File: config.mk
export PLATFORM = sky130hd
export DESIGN_NAME = phase_clock_gen
export DESIGN_NICKNAME = d
export VERILOG_FILES = /design/src/rtl/phase_clock_gen.sv
export SDC_FILE = /design/constraint.sdc
export NUM_CORES = 1
export LEC_CHECK = 0
export ABC_AREA = 1
export ABC_CLOCK_PERIOD_IN_PS = 3000
export BUFFER_PORTS_ARGS = -buffer_cell sky130_fd_sc_hd__buf_4
export CORE_MARGIN = 8
export CORE_UTILIZATION = 43
export CTS_CLUSTER_SIZE = 28
export DETAILED_ROUTE_END_ITERATION = 16
export PLACE_DENSITY = 0.74
export SLEW_MARGIN = 20
export SYNTH_ARGS = -nofsm -noshare
export SYNTH_HDL_FRONTEND = slang
export SYNTH_SLANG_ARGS = --single-unit
export TNS_END_PERCENT = 1
File: constraint.sdc
create_clock -name clk -period 3 [get_ports clk]
set_input_delay 0.45 -clock clk [delete_from_list [all_inputs] [get_ports clk]]
set_output_delay 0.45 -clock clk [all_outputs]
set_load 0.02 [all_outputs]
File: src/rtl/phase_clock_gen.sv
// ============================================================================
//  Module      : phase_clock_gen
//  Description : One-hot multi-phase clock-enable generator with per-phase
//                stretch, graceful cycle-boundary halt, cycle-start pulse and
//                completed-cycle counter. Optional single-cycle stepping from
//                HALTED is enabled by defining PHASE_CLOCK_STEP_EN.
//  Revision    : 1.0 - initial release
// ============================================================================
`default_nettype none

module phase_clock_gen #(
    parameter int NUM_PHASES = 3,
    parameter int STRETCH_W  = 2,
    parameter int CNT_W      = 16
) (
    input  logic                            clk,
    input  logic                            reset,
    input  logic                            halt,
`ifdef PHASE_CLOCK_STEP_EN
    input  logic                            step,
`endif
    input  logic [NUM_PHASES*STRETCH_W-1:0] stretch,
    output logic [NUM_PHASES-1:0]           phase_out,
    output logic [$clog2(NUM_PHASES)-1:0]   phase_idx,
    output logic                            cycle_start,
    output logic                            halted,
    output logic [CNT_W-1:0]                cycle_count
);

    localparam int                IDX_W    = $clog2(NUM_PHASES);
    localparam logic [IDX_W-1:0]  LAST_IDX = IDX_W'(NUM_PHASES - 1);

    typedef enum logic [0:0] {
        RUN    = 1'b0,
        HALTED = 1'b1
    } state_t;

    state_t                 state, state_n;
    logic [STRETCH_W-1:0]   dwell, dwell_n;
    logic [STRETCH_W-1:0]   cur_len, cur_len_n;
    logic                   single, single_n;
    logic [NUM_PHASES-1:0]  phase_out_n;
    logic [IDX_W-1:0]       phase_idx_n;
    logic                   cycle_start_n;
    logic                   halted_n;
    logic [CNT_W-1:0]       cycle_count_n;

    logic                   enter;
    logic [IDX_W-1:0]       enter_idx;
    logic                   go_halt;

    always_ff @(posedge clk) begin
        if (reset) begin
            state       <= RUN;
            dwell       <= '0;
            cur_len     <= '0;
            single      <= 1'b0;
            phase_out   <= '0;
            phase_idx   <= '0;
            cycle_start <= 1'b0;
            halted      <= 1'b0;
            cycle_count <= '0;
        end else begin
            state       <= state_n;
            dwell       <= dwell_n;
            cur_len     <= cur_len_n;
            single      <= single_n;
            phase_out   <= phase_out_n;
            phase_idx   <= phase_idx_n;
            cycle_start <= cycle_start_n;
            halted      <= halted_n;
            cycle_count <= cycle_count_n;
        end
    end

    always_comb begin
        state_n       = state;
        dwell_n       = dwell;
        cur_len_n     = cur_len;
        single_n      = single;
        phase_out_n   = phase_out;
        phase_idx_n   = phase_idx;
        cycle_start_n = 1'b0;
        halted_n      = halted;
        cycle_count_n = cycle_count;
        enter         = 1'b0;
        enter_idx     = '0;
        go_halt       = 1'b0;

        case (state)
            RUN: begin
                // No phase active in RUN only happens on the first edge after reset.
                if (phase_out == '0) begin
                    if (halt) go_halt = 1'b1;
                    else      enter   = 1'b1;
                end else if (dwell == cur_len) begin
                    if (phase_idx != LAST_IDX) begin
                        enter     = 1'b1;
                        enter_idx = phase_idx + IDX_W'(1);
                    end else begin
                        cycle_count_n = cycle_count + CNT_W'(1);
                        if (halt || single) go_halt = 1'b1;
                        else                enter   = 1'b1;
                    end
                end else begin
                    dwell_n = dwell + STRETCH_W'(1);
                end
            end
            HALTED: begin
                if (!halt) begin
                    enter    = 1'b1;
                    single_n = 1'b0;
                end
`ifdef PHASE_CLOCK_STEP_EN
                else if (step) begin
                    enter    = 1'b1;
                    single_n = 1'b1;
                end
`endif
            end
            default: go_halt = 1'b1;
        endcase

        if (enter) begin
            state_n       = RUN;
            phase_out_n   = NUM_PHASES'(1) << enter_idx;
            phase_idx_n   = enter_idx;
            cycle_start_n = (enter_idx == '0);
            halted_n      = 1'b0;
            dwell_n       = '0;
            cur_len_n     = stretch[int'(enter_idx)*STRETCH_W +: STRETCH_W];
        end
        if (go_halt) begin
            state_n     = HALTED;
            phase_out_n = '0;
            phase_idx_n = '0;
            halted_n    = 1'b1;
            single_n    = 1'b0;
        end
    end

endmodule

`default_nettype wire
**After elaboration in Yosys (flattened, before gate mapping)**

Index checks and enable logic that the tools add are counted.

- Flip-flop bits (word level): 27
- Bits of input ports: 9
- Output and inout bits: 23
- Word-level logic and storage cells: 43

- Add/sub/neg operators: 3
- Eq/ne operators: 2
- Shift-type cells: 2
- Muxes and demuxes: 16
- Bitwise gates (word level): 5
- Reduce and logical (&&, ||, !) cells: 8

Operators by type and width:

| operator | number |
|---|---|
| 16-bit by 1-bit adder with 16-bit output (second input constant) | 1 |
| 1-bit 2-to-1 mux | 11 |
| 2-bit 2-to-1 mux | 4 |
| 2-bit OR reduction | 3 |
| 6-bit by 4-bit variable part select with 2-bit output | 1 |
| 1-bit NOT | 5 |
| 2-bit by 1-bit adder with 2-bit output (second input constant) | 2 |
| 4-bit AND reduction | 1 |
| 3-bit zero test | 1 |
| 3-bit AND reduction | 1 |
| 1-bit by 2-bit left shift with 3-bit output (first input constant) | 1 |
| 2-bit equality test | 1 |
| 2-bit zero test | 1 |
| 2-bit inequality test (second input constant) | 1 |
| 1-bit one-hot mux with 2 select lines | 1 |
| 2-bit nonzero test | 1 |

**Depth between registers and ports, before layout**

Gate-level depths: netlist of run 1.

- Depth in word-level cells: 7
- Gate-level depth with buffers: 11
- Gate-level depth less buffers: 11

**Worst setup path before layout of run 1**

OpenSTA, ideal clock, no wires.

- Kind: flip-flop to flip-flop
- Start point: register cycle_count[0]
- End point: register cycle_count[8]
- Setup time: 0.113 ns
- Data arrival time: 1.393 ns
- Data required time: 2.887 ns
- Slack: 1.494 ns
- Cell stages (with the launch flop): 9
- Buffers on the path: 0
- Clock period less this slack: 1.506 ns
- Path through: dfxtp_1 > ha_1 > inv_1 > nor2_1 > nand2_1 > nor2_1 > nand2_1 > nand2_1 > nor2_1

- Word-level cells in the longest chain between the ends: 1

RTL lines:

| item | line | text |
|---|---|---|
| start, declared | 27 | `output logic [CNT_W-1:0] cycle_count` |
| start signal, assigned | 72 | `cycle_count <= cycle_count_n;` |
| 16-bit by 1-bit adder with 16-bit output | 101 | `cycle_count_n = cycle_count + CNT_W'(1);` |

No other way between the ends.
A chain may end at the register's enable or synchronous reset.

**Worst setup path after layout of run 1**

Ends and elaborated chain as after synthesis.

==> results of run 1 <==
-- metal layers --
layer / wire length [microns] / vias to the layer above
li1: - / 834
met1: 1610 / 640
met2: 1680 / 30
met3: 166 / 8
met4: 88 / 0
met5: 0 / -
-- cells by family (layout without fill, tap and decap cells) --
family	after synthesis	after routing	synth area share, %
buffers and inverters	32	64	8.69
XOR/XNOR	3	3	1.66
adder cells (fa/ha/maj)	1	1	0.790
AND/OR/NAND/NOR	162	162	45.0
flip-flops	27	27	34.1
AO/OA/AOI/OAI	21	21	9.72
-- report_power, final --
| group | switching [uW] | internal, uW | leakage (uW) |
|---|---|---|---|
| clock network | 114 | 95.2 | 0.0000228 |
| registers | 21.2 | 384 | 0.000219 |
| logic | 169 | 94.3 | 0.000527 |
| total | 304 | 573 | 0.000768 |
-- metrics by stage --
step           setup slack (ns)  total power (uW)  util [%]  area [sq um]
6_report                   1.44               877      52.5          1890
5_1_grt                    1.18               933      52.5          1890
4_1_cts                    1.44               885      52.5          1890
3_5_place_dp               1.46               676      51.3          1850
3_3_place_gp               1.49               672      51.3          1850
2_1_floorplan              1.49               607         -          1580
-- worst reg2reg max path, delay by kind of cell (launching register included) --
kind          cells  cell delay, ns
simple gates      6            0.66
flops             1            0.46
fa+ha+maj         1            0.30
buf+inv           1            0.06
-- registers in the layout, summed over array words and instances (netlist names) --
register     cells
cycle_start      1
phase_idx        2
cur_len          2
phase_out        3
dwell            2
state            1
cycle_count     16
-- cell type report --
class	instances	area, sq um
Multi-Input combinational cell	187	906
Sequential cell	27	541
Fill cell	386	1710
Clock buffer	4	45.0
Timing Repair Buffer	31	233
Inverter	29	110
Tap cell	48	60.1
-- path summary, 6_finish.rpt --
path | startpoint | end | slack (ns) | depth (start not counted)
setup / recovery | cycle_count[0] | cycle_count[8] | 1.44 | 8
hold / removal | reset | cycle_count[7] | 0.47 | 2
setup reg to reg | cycle_count[0] | cycle_count[8] | 1.44 | 8
hold reg to reg | cur_len[1] | cur_len[1] | 0.48 | 2
-- synth_stat cells (2+ instances only) --
library cell,instances
o21ai_0,2
nor2_1,41
nand3_1,13
inv_1,28
a21oi_1,8
a21oi_2,10
nand2_1,82
xnor2_1,2
clkbuf_1,2
nor3_1,2
dfxtp_1,27
nand4_1,7
nand2_2,13
==> summary.md, run 1 <==
| Metric | Value |
|---|---|
| Vias in the first global route | `1,443` |
| Postcts setup bufs | `0` |
| Headroom to the max-slew limit | `80.7%` |
| Worst setup EP type | `register` |
| Routed Antenna Nets | `0` |
| Most common cell after layout, fill and taps aside | `nand2_1` |
| Largest net degree at the start of global routing | `17` |
| Hold slack | `0.475 ns` |
| Crit path cell chain | `ha_1, inv_1, nor2_1, nand2_1, nor2_1, nand2_1, nand2_1, nor2_1` |
| Via count | `1,512` |
| Global-route wire length before repair | `6.06 mm` |
| Slew Limit Fails | `0` |
| Die X | `76.7 microns` |
| WP data arrival | `1.74 ns` |
| Met1 GRT Util | `12.6%` |
| Root Buffer | `clkbuf_8` |
| Netlist cell types | `22` |
| Critical path's top delay family | `simple AND/OR/NAND/NOR gates` |
| Leakage | `0.000768 uW` |
| Die H | `76.7 microns` |
| Max Root-Sink Buffers | `2` |
| Crit Path Max Fanout | `7` |
| Count of buffers from port buffering | `31` |
| Antenna cells | `0` |
| Area Growth Syn to Fin | `19.6%` |
| Clock transition at the registers of the reported paths | `0.09 ns` |
| Met2 usage | `21.2%` |
| Grt total ovfl | `0` |
| Final TNS setup | `0 ns` |
| Placed insts | `322` |
| Starting density of the core | `43.9%` |
| Period utilization | `51.9%` |
| Maximum clock frequency | `642 MHz` |
| Initial antenna violation count | `0` |
| CP peak stage delay | `0.46 ns` |
| Commonest cells after routing, fill and taps aside | `nand2_1 (82), nor2_1 (41), buf_4 (31), inv_1 (28), dfxtp_1 (27)` |
| Detailed Route WL | `3.54 mm` |
| Yosys warns | `0` |
| Post-synth EDFFs | `0` |
| GR peak layer | `met2` |
| IO Count | `32` |
| Wire per inst | `10.9 microns` |
| Worst VDD drop | `348 uV` |
| Outcome | `completed` |
| Final hold vios | `0` |
| Post_cts resized | `0` |
| Seq cells post-synth | `27` |
| Layout Skew | `0.00172 ns` |
| WP buf/inv | `1` |
| Unrepaired setup endpoints after global routing | `false` |
| Core Box Area | `3610 sq um` |
| Final setup violation count | `0` |
| Number of core rows | `22` |
| Nets | `289` |
| Layout cells sized above 1 | `22.3%` |
| CP Launch Type | `register` |
| Syn_area_per_cell | `6.44 sq um` |
| Worst path slowest cell | `dfxtp_1` |
| M3 GR Usage | `4.55%` |
| Vias per cell | `4.64` |
| Synth area leader | `dfxtp_1` |
| Mapped Nets | `256` |
| Hpwl dp | `2.72 mm` |
| CTS tree | `yes` |
| Clock sinks | `27` |
| Die area | `5880 sq um` |
| Sequential area share after synthesis | `34.1%` |
| Hold-fix buffers at CTS | `0` |
| Tmin final | `1.56 ns` |
| Ranking of synthesized cells by area | `dfxtp_1 (34%), nand2_1 (19%), nor2_1 (9.7%)` |
| Drt pass-1 iters | `4` |
| CTS buffer count | `3` |
| Async S/R FF share, synth | `0%` |
| Crit path kind | `register to register` |
| Cell Pwr Density | `463 nW/um^2` |
| Non-Filler Instances | `326` |
| Slew @ Worst Pin | `0.289 ns` |
| Max-cap violations | `0` |
| Synthesized cell area | `1580 sq um` |
| Min-delay worst type | `input pin to register` |
| Cells after Synth | `246` |
| Share of the synthesized area in the top cell type | `34.1%` |
| Worst skew pair latency | `0.27 ns` |
| DR iter-0 viols | `108` |
| Htree depth | `1` |
| Overall routing resource usage | `12.2%` |
| GP Congestion | `0.905` |
| WP data required | `3.18 ns` |
| Synth Flop Type | `dfxtp_1` |
| # DRC | `0` |
No activity file was read; power rests on OpenSTA's default activity.
==> run 2, diff against run 1 <==
--- a/config.mk
+++ b/config.mk
@@ -6,7 +6,7 @@
 export NUM_CORES = 1
 export LEC_CHECK = 0
 export ABC_AREA = 1
-export ABC_CLOCK_PERIOD_IN_PS = 3000
+export ABC_CLOCK_PERIOD_IN_PS = 1520
 export BUFFER_PORTS_ARGS = -buffer_cell sky130_fd_sc_hd__buf_4
 export CORE_MARGIN = 8
 export CORE_UTILIZATION = 43
==> constraint.sdc (replaced) <==
create_clock -name clk -period 1.52 [get_ports clk]
set_input_delay 0.228 -clock clk [delete_from_list [all_inputs] [get_ports clk]]
set_output_delay 0.228 -clock clk [all_outputs]
set_load 0.02 [all_outputs]
==> run 2 against run 1 <==
Via count is 0.93% higher; critical path depth is 1 higher; hold slack worse by 0.23 ns; first-iteration DRC count is 34% lower; total power is 96% higher; design area is 1.2% higher; sequential power is 97% higher; sequential share of layout area is 0.27 points lower; cell count is 0.61% higher; flip-flop and latch count stayed put; combinational power is 95% higher; critical path type unchanged.
==> summary.md, run 2 (synthesis results as in run 1) <==
| Metric | Value |
|---|---|
| Commonest cells after routing, fill and taps aside | `nand2_1 (82), nor2_1 (40), buf_4 (33), inv_1 (28), dfxtp_1 (26)` |
| R2r startpoint | `dwell[0]` |
| Worst Setup SP | `dwell[0]` |
| CP peak stage delay | `0.36 ns` |
| Reg2reg path depth | `9` |
| Routed Antenna Nets | `0` |
| Number of flip-flops in the largest register | `16` |
| Worst setup EP type | `register` |
| Count of buffers from port buffering | `31` |
| IO Count | `32` |
| Final TNS setup | `0 ns` |
| Slew @ Worst Pin | `0.295 ns` |
| Worst R2R Setup Slack | `0.11 ns` |
| CP Launch Type | `register` |
| Postcts setup bufs | `0` |
| WP data required | `1.70 ns` |
| DR iter-0 viols | `71` |
| Hold slack | `0.247 ns` |
| Largest net degree at the start of global routing | `17` |
| WP data arrival | `1.59 ns` |
| Outcome | `completed` |
| CTS buffer count | `3` |
| Core Box Area | `3610 sq um` |
| Vias per cell | `4.65` |
| Worst VDD drop | `563 uV` |
| Starting density of the core | `43.9%` |
| Top flop regs | `cycle_count: 16 flops, phase_out: 3 flops` |
| Overall routing resource usage | `11.9%` |
| Antenna cells | `0` |
| Clock transition at the registers of the reported paths | `0.09 ns` |
| GP Congestion | `0.852` |
| Layout cells sized above 1 | `23.6%` |
| Final instance area | `1920 sq um` |
| Number of core rows | `22` |
| Headroom to the max-slew limit | `80.2%` |
| Hpwl dp | `2.75 mm` |
| Hold Crit Depth | `2` |
| Die X | `76.7 microns` |
| Worst setup endpoint | `cycle_count[2]` |
| Cell area after placement | `1860 sq um` |
| Power, Total | `1720 uW` |
| Tmin final | `1.41 ns` |
| Final hold vios | `0` |
| Maximum clock frequency | `708 MHz` |
| Area Growth Syn to Fin | `21.0%` |
| Slew Limit Fails | `0` |
| Crit Path Max Fanout | `16` |
| Hold-fix buffers at CTS | `0` |
| Layout Skew | `0.00760 ns` |
| Die H | `76.7 microns` |
| Crit path kind | `register to register` |
| Initial antenna violation count | `0` |
| Period utilization | `93.0%` |
| Vias in the first global route | `1,429` |
| R2R Path End | `cycle_count[2]` |
| Die area | `5880 sq um` |
| Worst path slowest cell | `dfxtp_1` |
| Grt total ovfl | `0` |
| Final setup violation count | `0` |
| Root Buffer | `clkbuf_8` |
| Min-delay worst type | `input pin to register` |
| Via count | `1,526` |
| Leakage | `0.000777 uW` |
| Drt pass-1 iters | `4` |
| Max Root-Sink Buffers | `2` |
| Unrepaired setup endpoints after global routing | `false` |
| Wire per inst | `10.5 microns` |
| Register name with the most flops | `cycle_count` |
| CTS tree | `yes` |
| Cell Pwr Density | `895 nW/um^2` |
| Final core occ | `53.2%` |
| Most common cell after layout, fill and taps aside | `nand2_1` |
| Crit-path most repeated cell | `nand2_1` |
| # DRC | `0` |
| Nets | `291` |
| Max-cap violations | `0` |
| Clock sinks | `27` |
| Crit path cell chain | `inv_1, nand2_1, nand2_2, nor2_8, nand3_4, inv_6, nand3_1, nand2_1, nor2_1` |
| Detailed Route WL | `3.46 mm` |
| Htree depth | `1` |
| Worst skew pair latency | `0.27 ns` |
| Global-route wire length before repair | `5.99 mm` |
-- run 2: critical path: cells and delay by family (launching register included) --
kind	cells	cell delay, ns
AND/OR/NAND/NOR	7	0.71
buffers and inverters	2	0.26
flip-flops	1	0.36
-- run 2: stage by stage --
stage                     cells  worst slack (ns)
after detailed placement    324            0.0341
after global routing        328           0.00971
after floorplan             246            0.0136
after CTS                   328            0.0213
after global placement      324             0.101
final                       328             0.107
-- run 2: how the worst min path moves through the flow --
stage | from | end | slack [ns]
3_3_place_gp | cur_len[0] | cur_len[0] | 0.46
4_1_cts | reset | cycle_count[13] | 0.26
6_report | reset | cycle_count[0] | 0.25
5_1_grt | reset | cycle_count[0] | 0.25
3_5_place_dp | cur_len[1] | cur_len[1] | 0.46
2_1_floorplan | reset | cycle_count[11] | 0.30
-- run 2: layer usage --
metal / global-route usage, % / share of wire (%)
met5: 0 / 0
met3: 4.20 / 5.4
met4: 2.69 / 0.41
met1: 12.4 / 45
met2: 21.9 / 49
-- run 2: layout make-up --
class	count	area [sq um]
Fill cell	382	1690
Multi-Input combinational cell	187	908
Sequential cell	27	542
Timing Repair Buffer	33	248
Inverter	29	114
Tap cell	48	60.1
Clock buffer	4	45.0
-- run 2: power breakdown --
part | internal [uW] | switching [uW] | total (uW)
Combinational | 186 | 328 | 514
Clock | 188 | 216 | 404
Sequential | 758 | 40.1 | 798
Total | 1130 | 584 | 1720
-- run 2: timing repair --
action / CTS / global route
gates resized for setup: 0 / 4
endpoints found under the hold margin: 0 / 0
setup endpoints to repair: 0 / 14
